==> src/rtl/regf_sb_pkg.sv <==
// Shared register-file helpers: derived address/count widths, default sizes and flat-bus slicing.
// Imported by the register file, its scoreboard and the bus interface.
`ifndef REGF_SLICE
`define REGF_SLICE(bus, k, w) bus[(k)*(w) +: (w)]
`endif

package regf_pkg;

  localparam int XLEN_DEF  = 32;
  localparam int NREGS_DEF = 32;

  function automatic int aw_of(input int nregs);
    return (nregs <= 2) ? 1 : $clog2(nregs);
  endfunction

  // Counter width must hold NREGS itself, hence the +1.
  function automatic int cw_of(input int nregs);
    return $clog2(nregs + 1);
  endfunction

endpackage

==> src/rtl/regf_sb_if.sv <==
// Read, write-back and issue signals of the register file, grouped as one bus.
interface regf_sb_if
  import regf_pkg::*;
#(
  parameter int XLEN  = XLEN_DEF,
  parameter int NREGS = NREGS_DEF,
  parameter int NRD   = 2,
  parameter int NWR   = 1
);
  localparam int AW = aw_of(NREGS);
  localparam int CW = cw_of(NREGS);

  logic [NRD*AW-1:0]   raddr;
  logic [NRD*XLEN-1:0] rdata;
  logic [NRD-1:0]      rbusy;
  logic [NWR-1:0]      we;
  logic [NWR*AW-1:0]   waddr;
  logic [NWR*XLEN-1:0] wdata;
  logic                iss_valid;
  logic [AW-1:0]       iss_rd;
  logic                iss_ready;
  logic [CW-1:0]       nbusy;

  modport master (
    output raddr, we, waddr, wdata, iss_valid, iss_rd,
    input  rdata, rbusy, iss_ready, nbusy
  );

  modport slave (
    input  raddr, we, waddr, wdata, iss_valid, iss_rd,
    output rdata, rbusy, iss_ready, nbusy
  );
endinterface

==> src/rtl/regf_scoreboard.sv <==
// Busy-bit scoreboard: issue sets, write-back clears (set wins), registered busy count.
// iss_ready depends only on registered busy state, so a same-cycle write-back never unblocks it.
module regf_scoreboard
  import regf_pkg::*;
#(
  parameter  int NREGS = NREGS_DEF,
  parameter  int NWR   = 1,
  localparam int AW    = aw_of(NREGS),
  localparam int CW    = cw_of(NREGS)
) (
  input  logic              clk,
  input  logic              rst_n,
  input  logic              iss_valid,
  input  logic [AW-1:0]     iss_rd,
  output logic              iss_ready,
  input  logic [NWR-1:0]    we,
  input  logic [NWR*AW-1:0] waddr,
  output logic [NREGS-1:0]  busy,
  output logic [CW-1:0]     nbusy
);

  logic [NREGS-1:0] busy_nxt;
  logic [CW-1:0]    cnt_nxt;
  logic             iss_fire;

  assign iss_ready = rst_n & ~busy[iss_rd];
  assign iss_fire  = iss_valid & iss_ready;

  always_comb begin
    busy_nxt = busy;
    for (int j = 0; j < NWR; j++) begin
      if (we[j] && (`REGF_SLICE(waddr, j, AW) != '0))
        busy_nxt[`REGF_SLICE(waddr, j, AW)] = 1'b0;
    end
    // Applied after the clears: a new producer supersedes the one writing back.
    if (iss_fire && (iss_rd != '0))
      busy_nxt[iss_rd] = 1'b1;
    busy_nxt[0] = 1'b0;
  end

  always_comb begin
    cnt_nxt = '0;
    for (int r = 0; r < NREGS; r++)
      cnt_nxt = cnt_nxt + CW'(busy_nxt[r]);
  end

  always_ff @(posedge clk or negedge rst_n) begin
    if (!rst_n) begin
      busy  <= '0;
      nbusy <= '0;
    end else begin
      busy  <= busy_nxt;
      nbusy <= cnt_nxt;
    end
  end

endmodule

==> src/rtl/regf_sb.sv <==
// Multi-port register file with x0 hard-wired to zero, optional write-to-read bypass and scoreboard.
// Reads are combinational; writes and busy updates land on the rising edge.
module regf_sb
  import regf_pkg::*;
#(
  parameter int XLEN   = XLEN_DEF,
  parameter int NREGS  = NREGS_DEF,
  parameter int NRD    = 2,
  parameter int NWR    = 1,
  parameter int BYPASS = 1
) (
  input logic      clk,
  input logic      rst_n,
  regf_sb_if.slave bus
);

  localparam int AW = aw_of(NREGS);

  logic [XLEN-1:0]  mem  [NREGS];
  logic [XLEN-1:0]  wval [NREGS];
  logic [NREGS-1:0] wen;
  logic [NREGS-1:0] busy;
  logic [XLEN-1:0]  rd_dat [NRD];
  logic [NRD-1:0]   rd_busy;

  regf_scoreboard #(
    .NREGS (NREGS),
    .NWR   (NWR)
  ) u_sb (
    .clk       (clk),
    .rst_n     (rst_n),
    .iss_valid (bus.iss_valid),
    .iss_rd    (bus.iss_rd),
    .iss_ready (bus.iss_ready),
    .we        (bus.we),
    .waddr     (bus.waddr),
    .busy      (busy),
    .nbusy     (bus.nbusy)
  );

  // Ascending port order lets the highest-index writer win a conflict.
  always_comb begin
    wen = '0;
    for (int r = 0; r < NREGS; r++)
      wval[r] = '0;
    for (int j = 0; j < NWR; j++) begin
      if (bus.we[j] && (`REGF_SLICE(bus.waddr, j, AW) != '0)) begin
        wen[`REGF_SLICE(bus.waddr, j, AW)]  = 1'b1;
        wval[`REGF_SLICE(bus.waddr, j, AW)] = `REGF_SLICE(bus.wdata, j, XLEN);
      end
    end
  end

  always_ff @(posedge clk or negedge rst_n) begin
    if (!rst_n) begin
      for (int r = 0; r < NREGS; r++)
        mem[r] <= '0;
    end else begin
      for (int r = 0; r < NREGS; r++)
        if (wen[r])
          mem[r] <= wval[r];
    end
  end

  for (genvar k = 0; k < NRD; k++) begin : g_rd
    logic [AW-1:0] ra;
    assign ra = `REGF_SLICE(bus.raddr, k, AW);

    always_comb begin
      rd_dat[k]  = mem[ra];
      rd_busy[k] = busy[ra];
      if (BYPASS != 0) begin
        for (int j = 0; j < NWR; j++) begin
          if (bus.we[j] && (`REGF_SLICE(bus.waddr, j, AW) != '0) &&
              (`REGF_SLICE(bus.waddr, j, AW) == ra)) begin
            rd_dat[k]  = `REGF_SLICE(bus.wdata, j, XLEN);
            rd_busy[k] = 1'b0;
          end
        end
      end
      if ((ra == '0) || !rst_n) begin
        rd_dat[k]  = '0;
        rd_busy[k] = 1'b0;
      end
    end

    assign `REGF_SLICE(bus.rdata, k, XLEN) = rd_dat[k];
    assign bus.rbusy[k] = rd_busy[k];
  end

endmodule

==> src/flat_wrapper.sv <==
// flat-port wrapper written by rule: the top's interface ports become plain ports
module regf_sb_flat import regf_pkg::*;
#(
  parameter int XLEN   = XLEN_DEF,
  parameter int NREGS  = NREGS_DEF,
  parameter int NRD    = 2,
  parameter int NWR    = 1,
  parameter int BYPASS = 1
)
  (clk, rst_n, bus_raddr, bus_we, bus_waddr, bus_wdata, bus_iss_valid, bus_iss_rd, bus_rdata, bus_rbusy, bus_iss_ready, bus_nbusy);
  regf_sb_if #(.XLEN(XLEN), .NREGS(NREGS), .NRD(NRD), .NWR(NWR)) bus_i ();
  input logic clk;
  input logic rst_n;
  input wire logic [$bits(bus_i.raddr)-1:0] bus_raddr;
  input wire logic [$bits(bus_i.we)-1:0] bus_we;
  input wire logic [$bits(bus_i.waddr)-1:0] bus_waddr;
  input wire logic [$bits(bus_i.wdata)-1:0] bus_wdata;
  input wire logic [$bits(bus_i.iss_valid)-1:0] bus_iss_valid;
  input wire logic [$bits(bus_i.iss_rd)-1:0] bus_iss_rd;
  output wire logic [$bits(bus_i.rdata)-1:0] bus_rdata;
  output wire logic [$bits(bus_i.rbusy)-1:0] bus_rbusy;
  output wire logic [$bits(bus_i.iss_ready)-1:0] bus_iss_ready;
  output wire logic [$bits(bus_i.nbusy)-1:0] bus_nbusy;
  assign bus_i.raddr = bus_raddr;
  assign bus_i.we = bus_we;
  assign bus_i.waddr = bus_waddr;
  assign bus_i.wdata = bus_wdata;
  assign bus_i.iss_valid = bus_iss_valid;
  assign bus_i.iss_rd = bus_iss_rd;
  assign bus_rdata = bus_i.rdata;
  assign bus_rbusy = bus_i.rbusy;
  assign bus_iss_ready = bus_i.iss_ready;
  assign bus_nbusy = bus_i.nbusy;
  regf_sb #(.XLEN(XLEN), .NREGS(NREGS), .NRD(NRD), .NWR(NWR), .BYPASS(BYPASS)) u_core (.clk(clk), .rst_n(rst_n), .bus(bus_i));
endmodule
==> config.mk <==
export PLATFORM = sky130hd
export DESIGN_NAME = regf_sb_flat
export DESIGN_NICKNAME = d
export VERILOG_FILES = /design/src/rtl/regf_sb_pkg.sv /design/src/rtl/regf_sb_if.sv /design/src/rtl/regf_scoreboard.sv /design/src/rtl/regf_sb.sv /design/src/flat_wrapper.sv
export SDC_FILE = /design/constraint.sdc
export NUM_CORES = 2
export LEC_CHECK = 0
export CAP_MARGIN = 20
export CORE_ASPECT_RATIO = 0.9
export CORE_MARGIN = 10
export CORE_UTILIZATION = 65
export CTS_BUF_LIST = sky130_fd_sc_hd__clkbuf_4 sky130_fd_sc_hd__clkbuf_8
export DETAILED_ROUTE_END_ITERATION = 6
export HOLD_SLACK_MARGIN = 0.08
export MAX_ROUTING_LAYER = met4
export PLACE_DENSITY = 0.91
export SETUP_SLACK_MARGIN = 0.3
export SLEW_MARGIN = 20
export SYNTH_ARGS = -nofsm -noshare
export SYNTH_HDL_FRONTEND = slang
export SYNTH_HIERARCHICAL = 1
export SYNTH_SLANG_ARGS = --single-unit
==> constraint.sdc <==
create_clock -name clk -period 8.6 [get_ports clk]
set_clock_uncertainty 0.2 [all_clocks]
set_input_delay 1.72 -clock clk [delete_from_list [all_inputs] [get_ports clk]]
set_output_delay 1.72 -clock clk [all_outputs]
set_load 0.005 [all_outputs]
# After elaboration in Yosys (flattened, before gate mapping)
# Index checks and enable logic that the tools add are counted.
# W data, S select, Z words.
# classes
add_sub_neg	30
multipliers	0
div_mod_pow	0
magnitude_cmp	10
n_eq_ne	2
n_shift	0
mux	30
n_bitwise	10
reduce_logical	14
# ops
cell	n
$and A1024 B1024 Y1024	1
$mux W1024	1
$mux W32	12
$bmux W32 S5	2
$demux W32 S5	1
$add A6 B1 Y6	25
$and A32 B32 Y32	1
$not A32 Y32	1
$or A32 B32 Y32	1
$lt A5 B6 Y1 const B	4
$ge A6 B6 Y1 const B	3
$not A5 Y6	3
$bmux W1 S5	3
$demux W1 S5	2
$eq A5 B5 Y1	2
$ge A5 B1 Y1 const B	2
$logic_not A5 Y1	2
$reduce_bool A5 Y1	2
$mux W1	9
$logic_and A1 B1 Y1	7
$add A5 B1 Y6	1
$lt A6 B1 Y1 const B	1
$add A4 B1 Y5	1
$add A3 B1 Y4	1
other kinds (6)	8
# word_totals
register_bits	1061
latchBits	0
ramBits	0
mem_bits_ro	0
inputBits	56
output_inout_bits	73
memories	0

# Depth between registers and ports, before layout
# logic_depth
word_depth	39
mapped_depth	22
ltp_nobuf	19

# Hierarchy
# The synthesis kept the hierarchy.
# by_module_without_submodules
mod	n_inst	cells_per_inst	area_each_um2
regf_sb	1	3515	54045.6
regf_scoreboard	1	304	2886.5

# Least setup slack after synthesis
# OpenSTA, ideal clock, no wires.
# synth_timing
path_type	input to register
start	input bus_iss_rd[0]
end	register u_core.u_sb.nbusy[4]
setup_ns	0.080
arrival_ns	7.111
t_required_ns	8.320
path_slack_ns	1.209
cell_stages	19
path_buffers	2
cell_sequence	buf_2 > buf_4 > mux4_2 > nor3_2 > nand2_1 > o21ai_0 > fa_1 > fa_1 > fa_1 > fa_1 > inv_1 > fa_1 > fa_1 > fa_1 > inv_1 > fa_1 > a21o_1 > a21oi_1 > xnor2_1
# synth_between
elab_cells_between_ends	44
# synth_rtl
element	line	text
start: declaration	flat_wrapper.sv:19	input wire logic [$bits(bus_i.iss_rd)-1:0] bus_iss_rd;
branches (longest 6 deep; another with $lt A5 B6 Y1)	--	
$mux W32 (*)	regf_scoreboard.sv:36	if (iss_fire && (iss_rd != '0))
via u_core.u_sb.busy_nxt[6]	regf_scoreboard.sv:22	logic [NREGS-1:0] busy_nxt;
$add A5 B1 Y6 (*)	regf_scoreboard.sv:44	cnt_nxt = cnt_nxt + CW'(busy_nxt[r]);
$add A6 B1 Y6 (*) (25 in a row)	regf_scoreboard.sv:44	
via u_core.u_sb.cnt_nxt[4]	regf_scoreboard.sv:23	logic [CW-1:0] cnt_nxt;
end signal: assignment	regf_scoreboard.sv:53	nbusy <= cnt_nxt;
end: declaration	regf_scoreboard.sv:19	output logic [CW-1:0] nbusy
# Mark *: on every way through the listed nets, which the timed path passes. The select of a mux whose other input is x is not followed.
# A chain may end at the register's enable or synchronous reset.

# Worst setup path in the final report
# layout_timing
start	input bus_waddr[4]
end	output bus_rdata[32]
# layout_between
elab_chain_len	5
elab_cells_between_ends	6
# layout_lines
element	line	text
start: declaration	flat_wrapper.sv:16	input wire logic [$bits(bus_i.waddr)-1:0] bus_waddr;
$reduce_bool A5 Y1 (no source line)	--	
$logic_and A1 B1 Y1	regf_sb.sv:74	if (bus.we[j] && (`REGF_SLICE(bus.waddr, j, AW) != '0) &&
$logic_and A1 B1 Y1 (*)	regf_sb.sv:74	
$mux W32 (*)	regf_sb.sv:74	
$mux W32 (*)	regf_sb.sv:81	if ((ra == '0) || !rst_n) begin
end: declaration	flat_wrapper.sv:20	output wire logic [$bits(bus_i.rdata)-1:0] bus_rdata;
# Every way passes the cells marked *; elsewhere a longest branch is shown, timed or not.

==> key figures <==
Logic synthesis
  – Cells after synthesis: between 3000 and 4000
  – Count leader, synth: dfrtp_1
  – Net Count, Synth: approximately 3900
  – Top cells by count, synth: dfrtp_1 (1061), mux2_2 (1001), mux4_2 (522)
  – EDFF count, synth: 0
  – Yosys warns: 6
  – Synth area leader: dfrtp_1
  – Syn Area/Cell: 14.9 µm²
  – Synthesized flop and latch total: 1061
  – Async S/R FF share, synth: 100%
  – Post-synth top area share: a little under half
  – Number of distinct library cells after synthesis: 65
  – Synthesized area: 56900 µm²
  – Largest cells by area after synthesis: dfrtp_1 (47%), mux4_2 (21%), mux2_2 (20%), o22ai_1 (2.4%), clkbuf_1 (1.7%)
  – Ys flop type: dfrtp_1
  – Post-synthesis sequential area ratio: 46.6%

STA
  – Tmin final: 7950 ps
  – Final setup violation count: 0
  – Worst Slack Setup Final: 654 ps
  – Fin crit share: 92.4%
  – Setup_tns: 0 ps
  – Fin. max-slew vios: 0
  – Worst-Margin Slew: 1340 ps
  – Unrepaired setup endpoints after global routing: false
  – Slew Limit Headroom: 10.5%
  – Fmax achieved: 126 MHz
  – Hold Fails Final Rpt: 0

Global routing
  – Initial antenna violation count: 11
  – Vias in the first global route: 43100
  – Largest net degree at the start of global routing: roughly 160
  – Gr usage total: 39.0%
  – First-pass GRT wire length: 282 mm
  – Gr ovfl total: 0

Power and ir drop
  – Max IR drop VDD: 674 µV
  – Power per cell area: between 200 and 250 nW/µm²
  – Leak: 27.1 nW

Cells and area
  – Filler cells: 4724
  – Final net count: ~3900
  – Share of cells above drive strength 1: 51.5%
  – Syn-to-layout area delta: 10.9%
  – Multi-input gate area: 28600 µm²
  – Seq. cell area: 26600 µm²

Clock tree
  – Num CTS Buffers: 169
  – Clock H-tree levels: 4
  – CTS clk-pin slew, worst paths: 60 ps
  – Root Buffer: clkbuf_8
  – CTS tree: yes
  – Clock Sinks: 1061
  – Bufs on Longest Clock Path: 3
  – Hold Buf Count CTS: 0
  – Post-CTS Setup Bufs: 0
  – Skew-Pair Late Insertion Delay: 900 ps
  – Resized cells post-CTS: 0

Setup path
  – CP Cell Sequence: clkdlybuf4s50_1 > buf_4 > or3_1 > o31a_1 > a31oi_4 > buf_4 > nand3_1 > o21ai_0 > clkdlybuf4s50_1
  – Reg2reg setup slack: 2220 ps
  – Worst EP required: 6680 ps
  – Startpoint Class: input port
  – Setup CP Type: input port to output port
  – Critical path's largest stage delay: 740 ps
  – Arr. time, crit path: 6030 ps
  – Slowest CP cell: clkdlybuf4s50_1
  – CP Max Fanout: 14
  – CP endpoint kind: output port

Die
  – Num ports: 129
  – Core Area: between 80000 and 90000 µm²
  – Die width: 332 µm
  – Initial Util: 65.9%
  – Die Y: roughly 300 µm
  – Die area: 99800 µm²
  – Standard-cell row count: a little over 100

Worst hold path
  – Worst Hold Class: flop to flop

Routing
  – DRT Wirelength: 194 mm
  – Number of DRC markers in iteration 0: roughly 6600
  – Routed len/inst: approximately 38 µm
  – DR vias: 41000
  – DRC Markers: 28
  – Vias per std cell: 8.00
  – Antenna Violating Nets Remaining: 0
  – TritonRoute pass-1 iters: 7

Outcome
  – Failing checks: design-rule violations
  – Status: finished with violations

Placed design
  – Port Buffer Count: 128
  – Placement Setup Slack: 115 ps
  – RD Place Congestion: 0.933
  – DP Wirelength: about 100 mm

Flow run
  – Max-capacitance violation count: 0
==> final cells by class <==
| cell class | count | share of cell area [%] |
|---|---|---|
| inverter | 29 | 0.172 |
| timing repair buffer | 267 | 4.01 |
| tap | 1144 | 2.27 |
| multi-input combinational | 2295 | 45.4 |
| clock buffer | 257 | 5.12 |
| antenna | 15 | 0.0594 |
| sequential | 1061 | 42.0 |
| clock inverter | 50 | 0.975 |
==> critical path: cells and delay by family <==
kind                   cells  cell delay, ps
AOI/OAI and AO/OA          3            1610
and+or+nand+nor            2             520
buffers and inverters      4            2150
==> power by group <==
part | total (mW) | internal (mW) | switching [mW]
registers | 6.79 | 5.97 | 0.825
clock network | 4.96 | 2.77 | 2.19
logic | 3.98 | 2.21 | 1.77
total | 15.7 | 11.0 | 4.78
==> registers in the layout (all words and copies together) (netlist names) <==
| signal | flops |
|---|---|
| u_core/mem | 1024 |
| u_core/u_sb/nbusy | 6 |
| u_core/u_sb/busy | 31 |
==> layer usage <==
| layer | wire [µm] | GRT usage [%] | up-vias |
|---|---|---|---|
| met2 | 83400 | 54.0 | 4028 |
| met3 | 32500 | 16.8 | 1367 |
| met5 | 0 | - | - |
| met1 | 60500 | 44.9 | 20600 |
| li1 | - | - | 15000 |
| met4 | 17400 | 29.1 | 0 |
==> layout by cell type, fill, tap and decap left out, types with 13 or more instances in the layout <==
master / Yosys / routed
diode_2: 0 / 15
nor4_1: 46 / 46
nand2_2: 1 / 18
nand3b_1: 23 / 23
inv_1: 29 / 29
o21ai_0: 48 / 48
fa_1: 23 / 23
nor2_4: 0 / 16
clkinv_2: 0 / 25
nor2_1: 34 / 18
mux4_2: 522 / 522
o22a_1: 13 / 13
dfrtp_1: 1061 / 1061
buf_4: 19 / 123
buf_12: 0 / 13
mux2i_1: 31 / 31
clkbuf_8: 0 / 210
mux2_2: 1001 / 1001
nand2_1: 77 / 60
o21a_1: 20 / 20
clkbuf_4: 0 / 49
clkdlybuf4s50_1: 0 / 116
nor3_1: 16 / 16
o22ai_1: 219 / 219
nand3_1: 19 / 18
a22o_1: 47 / 47
==> kinds of logic after synthesis <==
group | share of synthesized area, %
other | 0.00659
AO/OA/AOI/OAI | 4.96
AND/OR/NAND/NOR | 2.57
XOR/XNOR | 0.200
adder cells (fa/ha/maj) | 0.963
buffers and inverters | 3.43
multiplexers | 41.2
flip-flops | 46.6
==> worst paths after layout <==
| kind | startpoint | end | cells past startpoint |
|---|---|---|---|
| max | bus_waddr[4] | bus_rdata[32] | 9 |
| min | u_core/mem[1015] | u_core/mem[1015] | 0 |
| max reg2reg | u_core/u_sb/busy[26] | u_core/u_sb/nbusy[4] | 18 |
| min reg2reg | u_core/mem[1015] | u_core/mem[1015] | 0 |
| max in group asynchronous | rst_n | u_core/mem[961] | 3 |
| min in group asynchronous | rst_n | u_core/u_sb/busy[4] | 1 |
==> stage by stage <==
stage	hold WS, ps	power (mW)	std cells	util, %	instance area [µm²]
final	193	15.7	5118	73.1	63200
after global routing	203	16.3	5117	73.1	63200
after CTS	197	15.6	5101	73.0	63100
after detailed placement	183	10.6	4794	68.6	59200
after global placement	176	10.3	4794	68.6	59200
after floorplan	241	9.40	3819	-	56900
Note: power is estimated with default switching activity, not from simulation.
